===== config.mk =====
export PLATFORM = sky130hd
export DESIGN_NAME = regfile_wb_arbiter
export DESIGN_NICKNAME = d
export VERILOG_FILES = /design/src/rtl/regfile_wb_arbiter.sv
export SDC_FILE = /design/constraint.sdc
export NUM_CORES = 1
export LEC_CHECK = 0
export ABC_AREA = 1
export CAP_MARGIN = 25
export CORE_ASPECT_RATIO = 1.2
export CORE_MARGIN = 3
export CORE_UTILIZATION = 36
export DETAILED_ROUTE_END_ITERATION = 10
export HOLD_SLACK_MARGIN = 0.02
export PLACE_DENSITY_LB_ADDON = 0.1
export SLEW_MARGIN = 20
export SYNTH_ARGS = -nofsm -noshare
export SYNTH_HDL_FRONTEND = slang
export SYNTH_SLANG_ARGS = --single-unit

===== constraint.sdc =====
create_clock -name clk -period 1.2 [get_ports clk]
set_clock_uncertainty 0.1 [all_clocks]
set_input_delay 0.24 -clock clk [delete_from_list [all_inputs] [get_ports clk]]
set_output_delay 0.24 -clock clk [all_outputs]
set_load 0.01 [all_outputs]

===== src/rtl/regfile_wb_arbiter.sv =====
// Round-robin arbiter sharing the register-file write port between NUM_REQ writeback
// sources, with a registered write stage and a pending-write scoreboard for RAW detection.
module regfile_wb_arbiter #(
  parameter int NUM_REQ  = 2,
  parameter int ADDR_W   = 5,
  parameter int DATA_W   = 32,
  parameter int NUM_REGS = 8
) (
  input  logic                      clk,
  input  logic                      reset,
  input  logic [NUM_REQ-1:0]        req_valid,
  input  logic [NUM_REQ*ADDR_W-1:0] req_reg,
  input  logic [NUM_REQ*DATA_W-1:0] req_data,
  output logic [NUM_REQ-1:0]        req_ready,
  input  logic                      claim_valid,
  input  logic [ADDR_W-1:0]         claim_reg,
  input  logic                      flush,
  input  logic [ADDR_W-1:0]         rs,
  input  logic [ADDR_W-1:0]         rt,
  output logic                      hazard_rs,
  output logic                      hazard_rt,
  output logic                      RegWrite,
  output logic [ADDR_W-1:0]         write_reg,
  output logic [DATA_W-1:0]         write_data,
  output logic [NUM_REGS-1:0]       pending,
  output logic                      range_err
);

  localparam int PTR_W = (NUM_REQ > 1) ? $clog2(NUM_REQ) : 1;

  logic [PTR_W-1:0]    rr_ptr;
  logic [PTR_W-1:0]    gnt_idx;
  logic [PTR_W-1:0]    ptr_nxt;
  logic [NUM_REQ-1:0]  grant;
  logic                accept;
  logic                sel_ok;
  logic [ADDR_W-1:0]   sel_reg;
  logic [DATA_W-1:0]   sel_data;
  logic [NUM_REGS-1:0] pend_nxt;

  // Search upward from rr_ptr with wrap; the grant depends only on valids and the
  // pointer, never on the data being offered.
  always_comb begin
    int idx;
    idx      = 0;
    grant    = '0;
    gnt_idx  = '0;
    sel_reg  = '0;
    sel_data = '0;
    accept   = 1'b0;
    if (reset && !flush) begin
      for (int k = 0; k < NUM_REQ; k++) begin
        idx = (int'(rr_ptr) + k) % NUM_REQ;
        if (!accept && req_valid[idx]) begin
          accept     = 1'b1;
          grant[idx] = 1'b1;
          gnt_idx    = PTR_W'(idx);
          sel_reg    = req_reg[idx*ADDR_W +: ADDR_W];
          sel_data   = req_data[idx*DATA_W +: DATA_W];
        end
      end
    end
  end

  assign req_ready = grant;
  assign sel_ok    = int'(sel_reg) < NUM_REGS;
  assign ptr_nxt   = (int'(gnt_idx) == NUM_REQ - 1) ? '0 : gnt_idx + 1'b1;

  // Out-of-range destinations are consumed but never reach the register file.
  always_ff @(posedge clk or negedge reset) begin
    if (!reset) begin
      RegWrite   <= 1'b0;
      write_reg  <= '0;
      write_data <= '0;
      range_err  <= 1'b0;
      rr_ptr     <= '0;
    end else begin
      RegWrite <= accept && sel_ok;
      if (accept)
        rr_ptr <= ptr_nxt;
      if (accept && sel_ok) begin
        write_reg  <= sel_reg;
        write_data <= sel_data;
      end
      if (accept && !sel_ok)
        range_err <= 1'b1;
    end
  end

  // Claim is applied after the clear so a newer claim keeps ownership of the register.
  always_comb begin
    pend_nxt = pending;
    for (int r = 0; r < NUM_REGS; r++)
      if (RegWrite && write_reg == ADDR_W'(r))
        pend_nxt[r] = 1'b0;
    for (int r = 0; r < NUM_REGS; r++)
      if (claim_valid && claim_reg == ADDR_W'(r))
        pend_nxt[r] = 1'b1;
    if (flush)
      pend_nxt = '0;
  end

  always_ff @(posedge clk or negedge reset) begin
    if (!reset)
      pending <= '0;
    else
      pending <= pend_nxt;
  end

  always_comb begin
    hazard_rs = 1'b0;
    hazard_rt = 1'b0;
    for (int r = 0; r < NUM_REGS; r++) begin
      if (rs == ADDR_W'(r)) hazard_rs = pending[r];
      if (rt == ADDR_W'(r)) hazard_rt = pending[r];
    end
  end

endmodule


==> results of run 1 <==
## power groups by stage
stage / registers (W) / logic (W) / clock network (W)
finish: 0.00188 / 0.00183 / 0.00137
detailed placement: 0.00189 / 0.00143 / 0
CTS: 0.00185 / 0.00145 / 0.00137
floorplan: 0.00196 / 0.000473 / 0
global route: 0.00190 / 0.00197 / 0.00145
global placement: 0.00188 / 0.00141 / 0
## cell type report
| class | count | area, um2 |
|---|---|---|
| Clock buffer | 5 | 68.8 |
| Sequential cell | 48 | 1200 |
| Clock inverter | 2 | 60.1 |
| Multi-Input combinational cell | 318 | 1860 |
| Inverter | 24 | 97.6 |
| Tap cell | 90 | 113 |
| Fill cell | 540 | 1800 |
| Timing Repair Buffer | 224 | 2160 |
## logic make-up after synthesis
| logic type | count (synthesis) | synth area share, % |
|---|---|---|
| flip-flops | 48 | 43.5 |
| buffers and inverters | 43 | 7.62 |
| AO/OA/AOI/OAI | 28 | 5.17 |
| AND/OR/NAND/NOR | 290 | 43.7 |
## Yosys cell counts (all sizes together)
| cell | instances | share of area [%] |
|---|---|---|
| a21o | 1 | 0.27 |
| a21oi | 26 | 4.7 |
| and3 | 1 | 0.23 |
| buf | 16 | 3.9 |
| clkbuf | 3 | 0.41 |
| dfrtp | 48 | 44 |
| inv | 24 | 3.3 |
| nand2 | 218 | 30 |
| nand3 | 45 | 8.3 |
| nand4 | 4 | 0.91 |
| nor2 | 20 | 3.5 |
| o21ai | 1 | 0.18 |
| or2 | 2 | 0.45 |
## path summary, 6_finish.rpt
path / from / to / slack, ns / cells past startpoint
worst max-delay path: rr_ptr$_DFFE_PN0P_ / write_reg[1]$_DFFE_PN0P_ / -0.41 / 9
worst min-delay path: reset / write_data[0]$_DFFE_PN0P_ / 0.05 / 2
worst max register to register: rr_ptr$_DFFE_PN0P_ / write_reg[1]$_DFFE_PN0P_ / -0.41 / 9
worst min register to register: write_data[22]$_DFFE_PN0P_ / write_data[22]$_DFFE_PN0P_ / 0.39 / 2
max in group asynchronous: reset / pending[0]$_DFFE_PN0P_ / 0.51 / 2
min in group clk: req_valid[0] / rr_ptr$_DFFE_PN0P_ / 0.27 / 3
## timing repair
action                                  in CTS  in global routing
setup buffers                               18                 22
cloned                                       3                  7
endpoints found under the hold margin        0                  0
pin swaps                                   19                 53
endpoints found under the setup margin      96                 90
resized for setup                          263                138
## layer usage
layer / vias to the layer above / global-route usage, %
met5: - / 0
met4: 0 / 5.36
met3: 14 / 4.11
met2: 109 / 39.3
met1: 1651 / 25.3
li1: 1698 / -
## critical path: cells and delay by family (launching register included)
| kind | cells | cell delay [ns] |
|---|---|---|
| flops | 1 | 0.42 |
| buf+inv | 3 | 0.45 |
| simple gates | 6 | 0.53 |
## through the flow
step / hold slack (ns) / worst slack [ns] / TNS, ns / total power, W
floorplan: -0.156 / -0.0907 / -2.91 / 0.00243
global placement: 0.362 / -0.832 / -32.33 / 0.00329
detailed placement: 0.364 / -0.911 / -33.35 / 0.00331
CTS: 0.0697 / -0.351 / -13.49 / 0.00467
global route: 0.0875 / -0.486 / -19.91 / 0.00531
finish: 0.0521 / -0.410 / -16.16 / 0.00508
==> impl_metrics.ini, run 1 <==
[power]
peakVddDrop_uv = 551
p_sw_share_pct = 29.6
leakagePower_nw = 2.92
p_per_area_mw_per_mm2 = 913
p_int_w = 0.00357
pwr-share-seq_pct = 37.0
comb_power_share_pct = 36.1
clkPwrFrac_pct = 26.9
p_switching_w = 0.00150

[sta]
tightest_slew_ns = 0.621
post-route-period-util_pct = 134
hold_violations = 0
max_freq_ghz = 0.621
fin_ws_ns = -0.410
final-max-slew-violation-count = 0
setup_viol = 61
rsz0062_at_grt = yes
period_needed_ns = 1.61
max_slew_margin_pct = 58.6

[die]
coreArea_mm2 = 0.00736
num_rows = 34
dieArea_mm2 = 0.00876
die_h_um = 102
io_pins = 146
start_util_pct = 37.5
die_w_um = 85.9

[synthesis]
syn_nets = 504
syn_area_mm2 = 0.00276
ys_seq_area_share_pct = 43.5
syn_inst = 409
postSynthAreaPerCell_um2 = 6.75
yosysWarnings = 0
ys_ff_latch = 48
ys_types = 21

[run_status]
violations = setup timing
status = finished with violations

[layout]
area_growth_pct = 102
largest_reg_flops = 32
mostFrequentLayoutCells = nand2_1 (136), clkdlybuf4s50_1 (87), nand2_2 (53)
layout.cells.non_filler = 711
final_area_mm2 = 0.00556
diodes = 0
drive_above_1_share_pct = 42.5
utilization_pct = 75.6
nets = 716
final_common_cell = nand2_1

[global_routing]
first_global_vias = 3168
antenna_found_initial = 0
grt-ovfl-total = 0
grt_max_degree = 49
grtUsageTotal_pct = 21.3
grt_pass1_wl_um = 14900

[cts]
hold_buffers = 0
htree_num_levels = 2
clk_pin_slew_ns = 0.09
cts_buffers = 5
clock_path_buffers = 2
clock_sinks = 48
root_buffer = clkbuf_8
cts_tree = built
clk_latency_ns = 0.30

[routing]
wl_per_cell_um = 14.8
drt_iter0_drc = 128
ant_nets = 0
viasPerCell = 4.88
dr_wl_met2_um = 5690
num_vias = 3472
dr_wl_met3_um = 601
top_layer = met4
drt-met1-wl_um = 4060
drcViolationCount = 0
firstDrtPassIters = 4
routed_wl_um = 10500

[worst_setup_path]
slowest_delay_ns = 0.42
critical_path_required_ns = 1.30
slowest_stage = dfrtp_1
crit_path_end_kind = register
crit_arrival_ns = 1.71
crit_chain = nand2_4 > buf_8 > nand2_8 > nand2_8 > buf_6 > nand3_4 > clkbuf_16 > nand2_2 > nand2_1
worstSetupPathType = register to register
critPathMaxFanout = 7
crit_top_cell = nand2_8
start_kind = register

[placement]
placedCellCount = 662
dp_hpwl_um = 6830
place_congestion = 0.827
placed_area_mm2 = 0.00459
port_buffers = 145

[hold_path]
hold_path_class = input port to asynchronous set/reset pin

[flow_run]
maxCapViolCount = 0
No activity file was read; power rests on OpenSTA's default activity.
==> run 2: changes to the inputs <==
ABC_AREA = not set   (was 1)
CORE_UTILIZATION = 34   (was 36)
PLACE_DENSITY = 0.73   (was not set)
PLACE_DENSITY_LB_ADDON = not set   (was 0.1)
==> impl_metrics.ini, run 2 <==
[run_status]
status = finished with violations
violations = hold timing, setup timing

[routing]
ant_nets = 0
drcViolationCount = 0
drt_iter0_drc = 89
num_vias = 2457
routed_wl_um = 7970
wl_per_cell_um = 16.1
firstDrtPassIters = 6
viasPerCell = 4.95

[global_routing]
grt_pass1_wl_um = 12100
grt_max_degree = 49
grt-ovfl-total = 0
grtUsageTotal_pct = 18.1
antenna_found_initial = 0
first_global_vias = 2471

[synthesis]
synth.cells.most_frequent = dfrtp_1 (48), mux2i_1 (23), inv_1 (22)
ys_types = 33
async_flop_share_pct = 100
ys_seq_area_share_pct = 48.9
synth_edf_count = 0
yosysTopAreaCell = dfrtp_1
ys_ff_latch = 48
yosysWarnings = 0
ys_top_cells_by_area = dfrtp_1 (49%), mux2i_1 (9.4%), a22oi_1 (6.4%)
postSynthAreaPerCell_um2 = 11.6
synthFlopType = dfrtp_1
syn_nets = 307
syn_area_mm2 = 0.00246
synth_top_area_share_pct = 48.9
syn_inst = 212
synth_most_common_cell = dfrtp_1

[sta]
final-max-slew-violation-count = 0
tightest_slew_ns = 0.606
hold_violations = 14
max_freq_ghz = 0.510
rsz0062_at_grt = yes
post-route-period-util_pct = 163
setup_viol = 56
max_slew_margin_pct = 59.6
fin_ws_ns = -0.762
holdWs_ns = -0.0185
period_needed_ns = 1.96

[cts]
htree_num_levels = 2
clock_path_buffers = 2
clk_pin_slew_ns = 0.10
root_buffer = clkbuf_8
clock_sinks = 48
cts_buffers = 5
clk_latency_ns = 0.30
cts_tree = built

[placement]
place_congestion = 0.868
dp_worst_setup_slack_ns = -1.10
port_buffers = 145
dp_hpwl_um = 5580

[die]
die_h_um = 99.1
die_w_um = 83.6
coreArea_mm2 = 0.00694
dieArea_mm2 = 0.00829
io_pins = 146
num_rows = 33
start_util_pct = 35.4

[layout]
largest_reg_flops = 32
nets = 504
area_growth_pct = 84.6
final_common_cell = clkdlybuf4s50_1
diodes = 0
drive_above_1_share_pct = 39.4
mostFrequentLayoutCells = clkdlybuf4s50_1 (84), dfrtp_1 (47), buf_4 (37)

[worst_setup_path]
critical_path_required_ns = 0.86
crit_path_end_kind = output pin
start_kind = register
crit_arrival_ns = 1.62
critPathMaxFanout = 2
worstSetupPathType = register to output pin

[power]
p_per_area_mw_per_mm2 = 1100
peakVddDrop_uv = 711
leakagePower_nw = 2.28
power.total_w = 0.00501

[hold_path]
hold_path_class = input port to asynchronous set/reset pin

[flow_run]
maxCapViolCount = 0
-- run 2: cell count changes in the layout (fill, tap and decap cells not counted), sizes merged, moves of 17 or more --
cell   before  now
a21oi      26    9
a22oi       0   21
buf       125  108
mux2i       0   23
nand2     218    7
nand3      45    4
nor2       20    2
-- run 2: where the power goes --
part | total [W] | internal (W) | leakage (nW) | switching, W
logic | 0.00195 | 0.00113 | 1.62 | 0.000816
clock network | 0.000938 | 0.000396 | 0.0400 | 0.000542
registers | 0.00212 | 0.00193 | 0.619 | 0.000187
total | 0.00501 | 0.00346 | 2.28 | 0.00155
-- run 2: area by class of cell --
class | count | area [um2]
fill | 568 | 2400
timing repair buffer | 201 | 1820
multi-input combinational | 131 | 1230
sequential | 48 | 1200
tap | 87 | 109
inverter | 22 | 87.6
clock buffer | 5 | 68.8
clock inverter | 2 | 12.5
-- run 2: what timing repair did --
action                                  in CTS  in global routing
buffers inserted                            16                 18
resized for setup                          257                 35
cloned                                       3                  0
hold endpoints to repair                    28                  1
pin swaps                                   10                 11
endpoints found under the setup margin      98                 84
-- run 2: final timing paths --
check / start / to / slack [ns] / cells past startpoint
worst max-delay path: pending[3]$_DFFE_PN0P_ / hazard_rt / -0.76 / 5
worst min-delay path: reset / write_reg[3]$_DFFE_PN0P_ / -0.02 / 2
worst max register to register: rr_ptr$_DFFE_PN0P_ / write_data[10]$_DFFE_PN0P_ / -0.57 / 5
worst min register to register: write_data[21]$_DFFE_PN0P_ / write_data[21]$_DFFE_PN0P_ / 0.41 / 1
max in group asynchronous: reset / rr_ptr$_DFFE_PN0P_ / 0.57 / 2
min in group clk: flush / pending[4]$_DFFE_PN0P_ / 0.25 / 2
-- run 2: through the flow --
step	TNS [ns]	area, um2	util, %	cells	hold slack [ns]
after global routing	-25.74	4540	65.4	496	0.0209
after global placement	-42.31	4160	60.0	458	0.337
final	-23.06	4540	65.4	496	-0.0185
after floorplan	-15.43	2490	-	212	-0.156
after detailed placement	-44.51	4160	60.0	458	0.342
after CTS	-22.73	4300	62.0	482	0.0137
-- run 2: per-layer routing --
layer / wire length, um / track usage, %
met1: 3070 / 20.2
met2: 4400 / 35.2
met3: 440 / 3.98
met4: 67 / 3.71
met5: 0 / 0
-- run 2: kinds of logic (layout without fill, tap and decap cells) --
| family | count (synthesis) | count (layout) | share of synthesized area (%) |
|---|---|---|---|
| AO/OA/AOI/OAI | 57 | 57 | 16.5 |
| buffers and inverters | 35 | 230 | 7.23 |
| multiplexers | 41 | 41 | 20.2 |
| flip-flops | 48 | 48 | 48.9 |
| AND/OR/NAND/NOR | 31 | 33 | 7.13 |
-- run 2: worst max-delay path, stage by stage, from the launching register on --
cell and delay [ns]:
dfrtp_1 0.41, buf_4 0.15, mux4_2 0.44, mux2i_1 0.14
nor3_1 0.05, buf_2 0.13
